--- config.mk ---
export PLATFORM = sky130hd
export DESIGN_NAME = uart_tx_sched
export DESIGN_NICKNAME = d
export VERILOG_FILES = /design/src/rtl/uart_tx_sched.sv
export SDC_FILE = /design/constraint.sdc
export NUM_CORES = 1
export LEC_CHECK = 0
export ABC_AREA = 1
export BUFFER_PORTS_ARGS = -buffer_cell sky130_fd_sc_hd__buf_2
export CAP_MARGIN = 20
export CORE_MARGIN = 5
export CORE_UTILIZATION = 58
export CTS_BUF_LIST = sky130_fd_sc_hd__clkbuf_8
export CTS_CLUSTER_SIZE = 40
export DETAILED_ROUTE_END_ITERATION = 12
export GPL_TIMING_DRIVEN = 0
export PLACE_DENSITY = 0.85
export SLEW_MARGIN = 20
export SYNTH_ARGS = -nofsm -noshare
export SYNTH_HDL_FRONTEND = slang
export SYNTH_SLANG_ARGS = --single-unit
--- constraint.sdc ---
create_clock -name clk_i -period 1.82 [get_ports clk_i]
set_input_delay 0 -clock clk_i [delete_from_list [all_inputs] [get_ports clk_i]]
set_output_delay 0 -clock clk_i [all_outputs]
set_load 0.005 [all_outputs]
--- src/rtl/uart_tx_sched.sv ---
// Transmit scheduler: pops characters from a FWFT Tx FIFO, launches the Tx engine, and inserts an inter-character gap.
// Optional clear-to-send gating is enabled with macro UART_TX_SCHED_CTS_EN.
module uart_tx_sched #(
  parameter int unsigned DATA_W         = 8,
  parameter int unsigned GAP_W          = 8,
  parameter int unsigned CNT_W          = 16,
  parameter int unsigned TIMEOUT_W      = 20,
  parameter int unsigned TIMEOUT_CYCLES = 1000000
) (
  input  logic              clk_i,
  input  logic              rst_ni,
  input  logic              en_i,
  input  logic [GAP_W-1:0]  gap_i,
  input  logic              fifo_empty_i,
  input  logic [DATA_W-1:0] fifo_data_i,
  output logic              fifo_pop_o,
  input  logic              tx_busy_i,
  input  logic              tx_done_i,
  output logic              tx_start_o,
  output logic [DATA_W-1:0] tx_data_o,
  output logic              active_o,
  output logic              timeout_o,
  input  logic              timeout_clr_i,
`ifdef UART_TX_SCHED_CTS_EN
  input  logic              cts_ni,
`endif
  output logic [CNT_W-1:0]  char_cnt_o
);

  localparam logic [TIMEOUT_W-1:0] WD_LAST = TIMEOUT_W'(TIMEOUT_CYCLES - 1);

  typedef enum logic [1:0] {
    ST_IDLE,
    ST_START,
    ST_WAIT_DONE,
    ST_GAP
  } state_e;

  state_e              state_q, state_d;
  logic [DATA_W-1:0]   data_q, data_d;
  logic [GAP_W-1:0]    gap_q, gap_d;
  logic [TIMEOUT_W-1:0] wd_q, wd_d;
  logic [CNT_W-1:0]    cnt_q, cnt_d;
  logic                timeout_q, timeout_d;
  logic                cts_ok;
  logic                launch;

`ifdef UART_TX_SCHED_CTS_EN
  assign cts_ok = ~cts_ni;
`else
  assign cts_ok = 1'b1;
`endif

  // Reset gates launch so no pop escapes while rst_ni is held low
  assign launch = rst_ni & (state_q == ST_IDLE) & en_i & ~fifo_empty_i & ~tx_busy_i & cts_ok;

  always_ff @(posedge clk_i) begin
    if (!rst_ni) begin
      state_q   <= ST_IDLE;
      data_q    <= '0;
      gap_q     <= '0;
      wd_q      <= '0;
      cnt_q     <= '0;
      timeout_q <= 1'b0;
    end else begin
      state_q   <= state_d;
      data_q    <= data_d;
      gap_q     <= gap_d;
      wd_q      <= wd_d;
      cnt_q     <= cnt_d;
      timeout_q <= timeout_d;
    end
  end

  // Next-state logic; a watchdog set overrides a same-cycle clear
  always_comb begin
    state_d   = state_q;
    data_d    = data_q;
    gap_d     = gap_q;
    wd_d      = wd_q;
    cnt_d     = cnt_q;
    timeout_d = timeout_q & ~timeout_clr_i;
    case (state_q)
      ST_IDLE: begin
        if (launch) begin
          data_d  = fifo_data_i;
          state_d = ST_START;
        end
      end
      ST_START: begin
        wd_d    = '0;
        state_d = ST_WAIT_DONE;
      end
      ST_WAIT_DONE: begin
        wd_d = wd_q + TIMEOUT_W'(1);
        if (tx_done_i) begin
          cnt_d = cnt_q + CNT_W'(1);
          if (gap_i == '0) begin
            state_d = ST_IDLE;
          end else begin
            gap_d   = gap_i;
            state_d = ST_GAP;
          end
        end else if (wd_q == WD_LAST) begin
          timeout_d = 1'b1;
          state_d   = ST_IDLE;
        end
      end
      ST_GAP: begin
        if (gap_q <= GAP_W'(1)) begin
          state_d = ST_IDLE;
        end else begin
          gap_d = gap_q - GAP_W'(1);
        end
      end
      default: state_d = ST_IDLE;
    endcase
  end

  assign fifo_pop_o = launch;
  assign tx_start_o = (state_q == ST_START);
  assign active_o   = (state_q != ST_IDLE);
  assign tx_data_o  = data_q;
  assign timeout_o  = timeout_q;
  assign char_cnt_o = cnt_q;

endmodule

==> impl_results.md, run 1 <==
* Status: finished clean
* Cells along the critical path: buf_4, ha_1, buf_2, inv_1, buf_2, nor2_1, nor2_2, nand3_1, nor2_1, nor2_1
* Fin crit period at 1.734 ns
* Pre-CTS WS at -0.1524 ns
* First-pass GRT wire length at 11810 microns
* Hold Path Class: input port to register
* Synth unique cells at 35
* Clk_skew at 0.01124 ns
* Total of max-cap violations at 0
* WL per Instance at around 13 microns
* Sequential share of power at 43.7%
* Setup crit end kind: register
* Starting Density at 59.59%
* Largest net degree at the start of global routing at 16
* Compound-cell area share of the yosys netlist at 12.95%
* Iteration-0 DRC Markers at 186
* Multi-input logic area at 1655 sq um
* PD cells at 836.6 nW/um^2
* Crit-path max FO at 10
* Critical path startpoint category: register
* Adder-Cell Fraction of Synth Area at 3.724%
* Reg clk slew, reported paths at around 0.090 ns
* Final Setup Violations at 0
* Buf/Inv on CP at 4
* IO Port Bufs at 49
* Layout area overhead at 21.35%
* Row count at 26
* Synth Area in Simple Gates at ~35%
* Cts bufs inserted at 5
* Yosys Warn Count at 0
* Cells after DPL at ~570
* H-tree depth at 2
* Mapped Area at between 3000 and 4000 sq um
* Total grt overflow at 0
* Layout Utilization at between 70% and 80%
* Die area at 6758 sq um
* Final Hold Fails at 0
* Vias at 3090
* Root buf cell: clkbuf_8
* Crit path DAT at slightly below 2 ns
* CP peak stage delay at 0.37 ns
* Cell Area, Placed at ~3400 sq um
* Final Cycle Share at 95.29%
* Achievable frequency at 576.6 MHz
* Avg Cell Area, Syn at 6.750 sq um
* Vias per cell at 5.220
* Ant. Diodes at 0
* Tot Pwr at slightly above 3 mW
* CTS tree: built
* Static Leak at 1.743 nW
* Max IR drop VDD at 0.6127 mV
* Worst-margin pin slew at 0.4935 ns
* Mapped Nets at between 400 and 500
* Crit path top cell by count: nor2_1
* Synth Register Bits at between 50 and 60
* Slew margin rel. at 67.10%
* Die X-Extent at 82.21 microns
* Worst EP required at 2.02 ns
* Cells after Synth at 448
* Nets at roughly 550
* Final WS setup at 0.08577 ns
* Gr usage total at 22.05%
* Finished Cell Area at 3670 sq um
* Critical path class: register to register
* Initial antenna violation count at 0
* Vias in the first global route at approximately 2800
* Routability-driven placement congestion ratio at approximately 0.86
* Worst skew pair latency at 0.31 ns
* Synth Area in XOR/XNOR at less than 1%
* Multiplexer area fraction after synthesis at 0%
* DRT Pass-1 Iters at 5
* Logic pwr share at 32.6%
* Layout cells sized above 1 at roughly 23%
* Clock Path Buffers at 2
* Number of fill cells at 384
* I/O pin cnt at 51
* Post-DP HPWL at 5106 microns
* Clock sinks at 55
* Register area share after synthesis at 36.41%
* Final Max Tran Viols at 0
* Crit-path slowest cell: dfxtp_4
* Non-filler cells, final at 592
* Placeable Area at 5075 sq um
* Net Switching at ~1.1 mW
* Largest family of logic cells by synthesized area: simple AND/OR/NAND/NOR gates
* Sequential Area at 1106 sq um
* Pint at 2.013 mW
* Clock network power share at 23.7%
* Die height at 82.21 microns
* Sum Neg Setup Slack at 0 ns
* WHS at 0.01371 ns
* Antenna-violating nets left at 0
* Delay-heaviest family, CP: buffers and inverters
* Net Sw Frac at approximately a third
* Post-Route WL at 7416 microns
* Residual DRC at 0
==> kinds of logic after synthesis <==
kind of cell               after synthesis
and+or+nand+nor                        230
DFF                                     55
adders and majority gates                9
AOI/OAI and AO/OA                       73
xor gates and xnor gates                 3
buffers and inverters                   78
==> worst paths after layout <==
| path | start | endpoint | slack (ns) | cells after the start |
|---|---|---|---|---|
| setup / recovery | state_q[1] | state_q[0] | 0.09 | 10 |
| hold reg to reg | char_cnt_o[6] | char_cnt_o[6] | 0.49 | 2 |
| setup reg to reg | state_q[1] | state_q[0] | 0.09 | 10 |
| hold / removal | gap_i[2] | gap_q[2] | 0.01 | 3 |
==> cells in the mapped netlist <==
cell type | count | share of area, %
nor3b_1 | 1 | 0.25
o21ai_1 | 5 | 0.83
o21ai_0 | 28 | 4.6
ha_1 | 9 | 3.7
nand2_2 | 6 | 1.2
nand4_1 | 5 | 1.0
and3_1 | 1 | 0.21
nor3b_2 | 1 | 0.41
buf_4 | 1 | 0.25
nand2_4 | 4 | 1.5
inv_2 | 3 | 0.37
nor2_2 | 9 | 1.9
o21bai_1 | 4 | 0.99
nor2_1 | 77 | 9.6
o21bai_2 | 2 | 0.74
buf_2 | 4 | 0.66
xnor2_1 | 1 | 0.29
o21a_1 | 1 | 0.25
nand3_1 | 17 | 2.8
clkinv_4 | 1 | 0.29
buf_6 | 1 | 0.37
nor3_2 | 3 | 0.99
dfxtp_1 | 55 | 36
nand2_1 | 89 | 11
xor2_1 | 2 | 0.58
nor2_4 | 3 | 1.1
a21oi_1 | 32 | 5.3
inv_1 | 65 | 8.1
nand3_2 | 2 | 0.66
nand3b_1 | 1 | 0.25
nor3_1 | 9 | 1.5
inv_4 | 2 | 0.41
a31oi_1 | 1 | 0.21
clkbuf_1 | 1 | 0.12
nor3_4 | 2 | 1.1
==> per-layer routing <==
metal	up-vias	global-route usage, %	part of all wire (%)
met5	-	0	0
met4	0	8.140	2.5
met3	17	4.121	6.1
met2	102	38.86	50
met1	1412	26.48	41
li1	1559	-	-
==> cell usage in the layout (no fill, tap or decap), types with 4 or more instances in the layout <==
cell	Yosys	layout
dfxtp_1	55	53
nor2_4	3	4
o21ai_1	5	6
nand4_1	5	5
inv_2	3	6
nand2_1	89	88
buf_2	4	53
nor3_1	9	8
inv_1	65	63
dlygate4sd3_1	0	10
buf_4	1	7
nor2_2	9	9
nor2_1	77	76
o21ai_0	28	27
nor3_4	2	4
ha_1	9	7
o21bai_1	4	4
nand2_4	4	5
nand2_2	6	6
a21oi_1	32	31
clkbuf_8	0	7
nand3_1	17	17
==> sequential cells by signal (all words and copies together) (netlist names) <==
signal      flops
char_cnt_o     16
gap_q           8
state_q         2
timeout_o       1
tx_data_o       8
wd_q           20
==> power by group through the flow <==
stage               clock, mW  combinational (mW)  sequential (mW)
floorplan                   0               0.654             1.35
global placement            0               0.820             1.36
detailed placement          0               0.864             1.36
CTS                     0.738               0.897             1.34
global route            0.785                1.12             1.35
finish                  0.726                1.00             1.34
==> repair_timing <==
| item | CTS | global route |
|---|---|---|
| hold endpoints to repair | 15 | 0 |
| gates resized for setup | 5 | 13 |
| buffers inserted | 0 | 7 |
| cloned | 0 | 0 |
| pin swaps | 0 | 5 |
| setup endpoints to repair | 16 | 16 |
| hold buffers | 10 | 0 |
==> worst min-delay path, stage by stage <==
cell	delay (ns)
buf_2	0.09
a21oi_1	0.05
a21oi_1	0.14
==> final cells by class <==
| cell class | instances | area share, % |
|---|---|---|
| buffer | 7 | 1.262 |
| clock buffer | 7 | 2.625 |
| clock inverter | 1 | 0.1023 |
| inverter | 71 | 7.535 |
| multi-input combinational | 315 | 45.11 |
| sequential | 55 | 30.14 |
| tap | 70 | 2.387 |
| timing repair buffer | 66 | 10.84 |
(Power assumes the default switching activity.)
==> run 2: changes to the inputs <==
- REMOVE_ABC_BUFFERS: unset -> 1
==> impl_results.md, run 2 (synthesis results as in run 1) <==
* Layout area overhead at 18.78%
* Static Leak at 1.644 nW
* Cell Area, Placed at 3319 sq um
* Finished Cell Area at 3592 sq um
* Starting Density at 59.59%
* Achievable frequency at ~600 MHz
* Min-Delay Path Depth at 3
* Cells after DPL at 561
* CTS tree: built
* Max reg flops at 20
* Nets at 542
* IO Port Bufs at 50
* Layout cells sized above 1 at 21.14%
* Setup crit end kind: register
* Clock Path Buffers at 2
* Root buf cell: clkbuf_8
* Vias in the first global route at 2711
* Reg2reg setup slack at 0.12 ns
* RSZ-0062 raised after global routing: yes
* Final Cycle Share at slightly above 90%
* Tot Pwr at 3.119 mW
* Total of max-cap violations at 0
* Final Max Tran Viols at 0
* Vias per cell at 5.005
* Cells along the critical path: inv_2, ha_4, inv_4, nor2_4, nand2_2, nor2_4, inv_1, nor3_2, a21oi_1
* Largest net degree at the start of global routing at 29
* GR Util met2 at 36.78%
* Clk_skew at 0.01141 ns
* PD cells at 868.4 nW/um^2
* Worst EP required at ~2 ns
* Max IR drop VDD at about 0.54 mV
* Slew margin rel. at 66.38%
* Status: finished clean
* First-pass GRT wire length at 11630 microns
* Placeable Area at 5075 sq um
* Final Hold Fails at 0
* Post-Route WL at about 7000 microns
* Routability-driven placement congestion ratio at 0.8383
* Buf/Inv on CP at 3
* Met3 Track Usage GR at roughly 4%
* Met1 GRT Util at 27.03%
* Antenna-violating nets left at 0
* Critical path startpoint category: register
* Post-DP HPWL at 4818 microns
* Initial antenna violation count at 0
* I/O pin cnt at a little over 50
* Die X-Extent at 82.21 microns
* CP Launch Point: state_q[1]
* Die height at 82.21 microns
* Residual DRC at 0
* Worst-margin pin slew at 0.5042 ns
* H-tree depth at 2
* Worst skew pair latency at 0.31 ns
* Vias at 2908
* Reg clk slew, reported paths at about 0.10 ns
* Crit-path max FO at 6
* Busiest grt layer: met2
* WL per Instance at 11.71 microns
* Most common cell after layout, fill and taps aside: nand2_1
* Row count at 26
* CP peak stage delay at slightly below 0.4 ns
* Fin crit period at 1.700 ns
* Delay-heaviest family, CP: simple AND/OR/NAND/NOR gates
* Worst r2r src: state_q[1]
* Pre-CTS WS at -0.5922 ns
* Hold Startpoint: tx_done_i
* Final WS setup at between 0.1 and 0.15 ns
* Layout Utilization at between 70% and 80%
* DRT Pass-1 Iters at 4
* Gr usage total at 21.47%
* Crit-path slowest cell: dfxtp_2
* Total grt overflow at 0
* Crit path DAT at 1.89 ns
* Iteration-0 DRC Markers at roughly 120
* Hold Path Class: input port to register
* Die area at 6758 sq um
* Reg with most FFs: wd_q
* Ant. Diodes at 0
* Crit path top cell by count: nor2_4
* RR Endpoint: wd_q[12]
* Cts bufs inserted at 5
* Most frequent cells in the layout: nand2_1, nor2_1, inv_1
* Clock sinks at 55
* Hold Path Sink: char_cnt_o[0]
* Non-filler cells, final at 581
* Critical path class: register to register
* Final Setup Violations at 0
* R2R cell count at 9
run 2: cell count changes in the layout (fill, tap and decap cells not counted), sizes merged:
cell / before / now
bufinv: 0 / 1
inv: 71 / 72
buf: 62 / 52
clkbuf: 8 / 5
run 2: worst max-delay path by stage:
stage                           to  slack [ns]  cells after the start
final                     wd_q[12]        0.12                      9
after global routing      gap_q[6]      0.0004                      7
after CTS                 wd_q[12]        0.01                      9
after detailed placement   wd_q[1]       -0.59                      5
after global placement     wd_q[3]       -0.59                      5
after floorplan            wd_q[3]       -0.05                      5
run 2: stage by stage:
stage                     setup TNS (ns)  hold slack (ns)
after floorplan                  -0.1809           0.1204
after global placement            -7.247           0.2465
after detailed placement          -7.706           0.2627
after CTS                              0          0.03808
after global routing                   0          0.05400
final                                  0          0.04257
run 2: metal layers:
layer  vias up  part of all wire, %
met5         -                    0
met4         0                  1.8
met3        12                  5.2
met2        83                   47
met1      1285                   46
li1       1528                    -
run 2: report_power, final:
group          leakage, nW  switching [mW]  total, mW  internal, mW
clock network       0.0599           0.413      0.824         0.411
logic                 1.14           0.565      0.950         0.385
registers            0.445          0.0651       1.35          1.28
run 2: worst reg2reg max path: stages, from the launching register on:
cell,delay [ns]
dfxtp_2,0.39
inv_2,0.08
ha_4,0.31
inv_4,0.07
nor2_4,0.13
nand2_2,0.09
nor2_4,0.12
inv_1,0.08
nor3_2,0.20
a21oi_1,0.11
run 2: area by class of cell:
cell class	count	area [sq um]
inverters	71	276.5
repair buffers	62	365.4
flip-flops and latches	55	1104
fillers	427	1483
well taps	70	87.58
multi-input cells	315	1648
clock inverters	3	42.54
clock buffers	5	68.82
run 2: what timing repair did:
| action | in CTS | in global routing |
|---|---|---|
| pin swaps | 0 | 3 |
| buffers inserted | 0 | 2 |
| resized for setup | 5 | 9 |
| endpoints found under the setup margin | 20 | 28 |
| hold endpoints to repair | 10 | 0 |
| hold buffers | 10 | 0 |
==> run 3: changes to the inputs <==
- CELL_PAD_IN_SITES_DETAIL_PLACEMENT: unset -> 0
- CELL_PAD_IN_SITES_GLOBAL_PLACEMENT: unset -> 1
- CORE_UTILIZATION: 58 -> 41
==> impl_results.md, run 3 (synthesis results as in run 1) <==
* Ant. Diodes at 0
* Residual DRC at 0
* Largest net degree at the start of global routing at 29
* Max reg flops at 20
* Placeable Area at ~7200 sq um
* Hold Startpoint: tx_done_i
* Worst r2r src: state_q[0]
* Vias in the first global route at 2554
* Most common cell after layout, fill and taps aside: nand2_1
* Reg clk slew, reported paths at 0.10 ns
* Layout cells sized above 1 at 21.79%
* Hold Path Sink: char_cnt_o[0]
* Cells along the critical path: inv_4, ha_4, inv_4, nor2_4, nand2_2, nor2_4, inv_1, nor3_4, a21oi_1
* Critical path startpoint category: register
* I/O pin cnt at 51
* Starting Density at 41.92%
* IO Port Bufs at 50
* Reg with most FFs: wd_q
* Worst-margin pin slew at 0.5308 ns
* Final Cycle Share at 91.25%
* Crit-path slowest cell: dfxtp_2
* First-pass GRT wire length at ~11000 microns
* Critical path class: register to register
* Clk_skew at 0.006183 ns
* Layout area overhead at 22.13%
* Die X-Extent at around 96 microns
* Cts bufs inserted at 5
* RR Endpoint: wd_q[12]
* Final WS setup at 0.1593 ns
* Final Max Tran Viols at 0
* Most frequent cells in the layout: nand2_1, nor2_1, inv_1
* Sum Neg Setup Slack at 0 ns
* CTS tree: built
* Clock Path Buffers at 2
* Reg2reg setup slack at 0.16 ns
* Root buf cell: clkbuf_8
* Cell Area, Placed at 3356 sq um
* Worst skew pair latency at 0.32 ns
* Worst EP required at 2.02 ns
* Final Setup Violations at 0
* Setup crit end kind: register
* RSZ-0062 raised after global routing: no
* Post-Route WL at 6837 microns
* Routability-driven placement congestion ratio at 0.8116
* Layout Utilization at just over 50%
* Vias per cell at roughly 4.6
* Nets at approximately 550
* Achievable frequency at 602.1 MHz
* Crit path DAT at roughly 1.9 ns
* Total of max-cap violations at 0
* Die height at 95.89 microns
* Max IR drop VDD at ~0.33 mV
* H-tree depth at 2
* Min-Delay Path Depth at 3
* Crit-path max FO at 6
* Static Leak at 1.681 nW
* R2R cell count at 9
* Gr usage total at 15.46%
* Slew margin rel. at between 60 and 70%
* Buf/Inv on CP at 3
* Antenna-violating nets left at 0
* Number of fill cells at 771
* Fin crit period at 1.661 ns
* Finished Cell Area at between 3000 and 4000 sq um
* DRT Pass-1 Iters at 4
* Status: finished clean
* Clock sinks at 55
* Initial antenna violation count at 0
* Die area at 9194 sq um
* Final Hold Fails at 0
* WL per Instance at between 10 and 15 microns
* Row count at 31
* Vias at between 2000 and 3000
* Pre-CTS WS at -0.7761 ns
* Delay-heaviest family, CP: simple AND/OR/NAND/NOR gates
* Iteration-0 DRC Markers at 74
* Hold Path Class: input port to register
* Post-DP HPWL at 5029 microns
* WHS at ~0.045 ns
* PD cells at about 900 nW/um^2
* CP peak stage delay at 0.40 ns
* Total grt overflow at 0
-- run 3: cell count changes in the layout (fill, tap and decap cells not counted), sizes merged --
cell and change:
buf +3, inv -3, clkinvlp +2, bufinv +1
-- run 3: worst max-delay path by stage --
| stage | depth (start not counted) | end | start | slack [ns] |
|---|---|---|---|---|
| after floorplan | 5 | wd_q[3] | state_q[0] | -0.05 |
| after global placement | 5 | wd_q[9] | state_q[1] | -0.72 |
| after detailed placement | 5 | wd_q[6] | state_q[1] | -0.78 |
| after CTS | 9 | wd_q[12] | state_q[0] | 0.02 |
| after global routing | 11 | char_cnt_o[14] | state_q[0] | 0.02 |
| final | 9 | wd_q[12] | state_q[0] | 0.16 |
-- run 3: cell type report --
type / instances / area [sq um] / area share (%)
clock buffer: 5 / 68.82 / 1.863
multi-input combinational: 315 / 1657 / 44.85
timing repair buffer: 65 / 387.9 / 10.50
clock inverter: 3 / 67.56 / 1.829
inverter: 71 / 282.8 / 7.656
sequential: 55 / 1106 / 29.95
tap: 99 / 123.9 / 3.354
-- run 3: through the flow --
step / instances / total power, mW
floorplan: 441 / 1.981
global placement: 590 / 2.183
detailed placement: 590 / 2.205
CTS: 610 / 3.276
global route: 613 / 3.497
finish: 613 / 3.278
-- run 3: worst reg2reg max path, delay by kind of cell (launching register included) --
kind                       cells  cell delay (ns)
DFF                            1             0.40
and+or+nand+nor                4             0.52
AOI/OAI and AO/OA              1             0.10
adders and majority gates      1             0.30
buffers and inverters          3             0.23
-- run 3: power by group --
part,internal [mW],switching [mW],total (mW)
Combinational,0.392,0.567,0.959
Clock,0.549,0.421,0.970
Sequential,1.28,0.0681,1.35
-- run 3: routing by layer --
layer	wire (microns)	part of all wire (%)	vias up	GRT usage (%)
li1	-	-	1533	-
met1	3273	48	1243	20.07
met2	3219	47	33	25.54
met3	218	3.2	10	3.127
met4	126	1.8	0	5.213
met5	0	0	-	0
-- run 3: what timing repair did --
action | in CTS | in global routing
pin swaps | 2 | 2
hold buffers | 10 | 0
gates resized for setup | 8 | 9
setup endpoints to repair | 22 | 23
setup buffers | 2 | 3
hold endpoints to repair | 10 | 0
cloned | 0 | 0
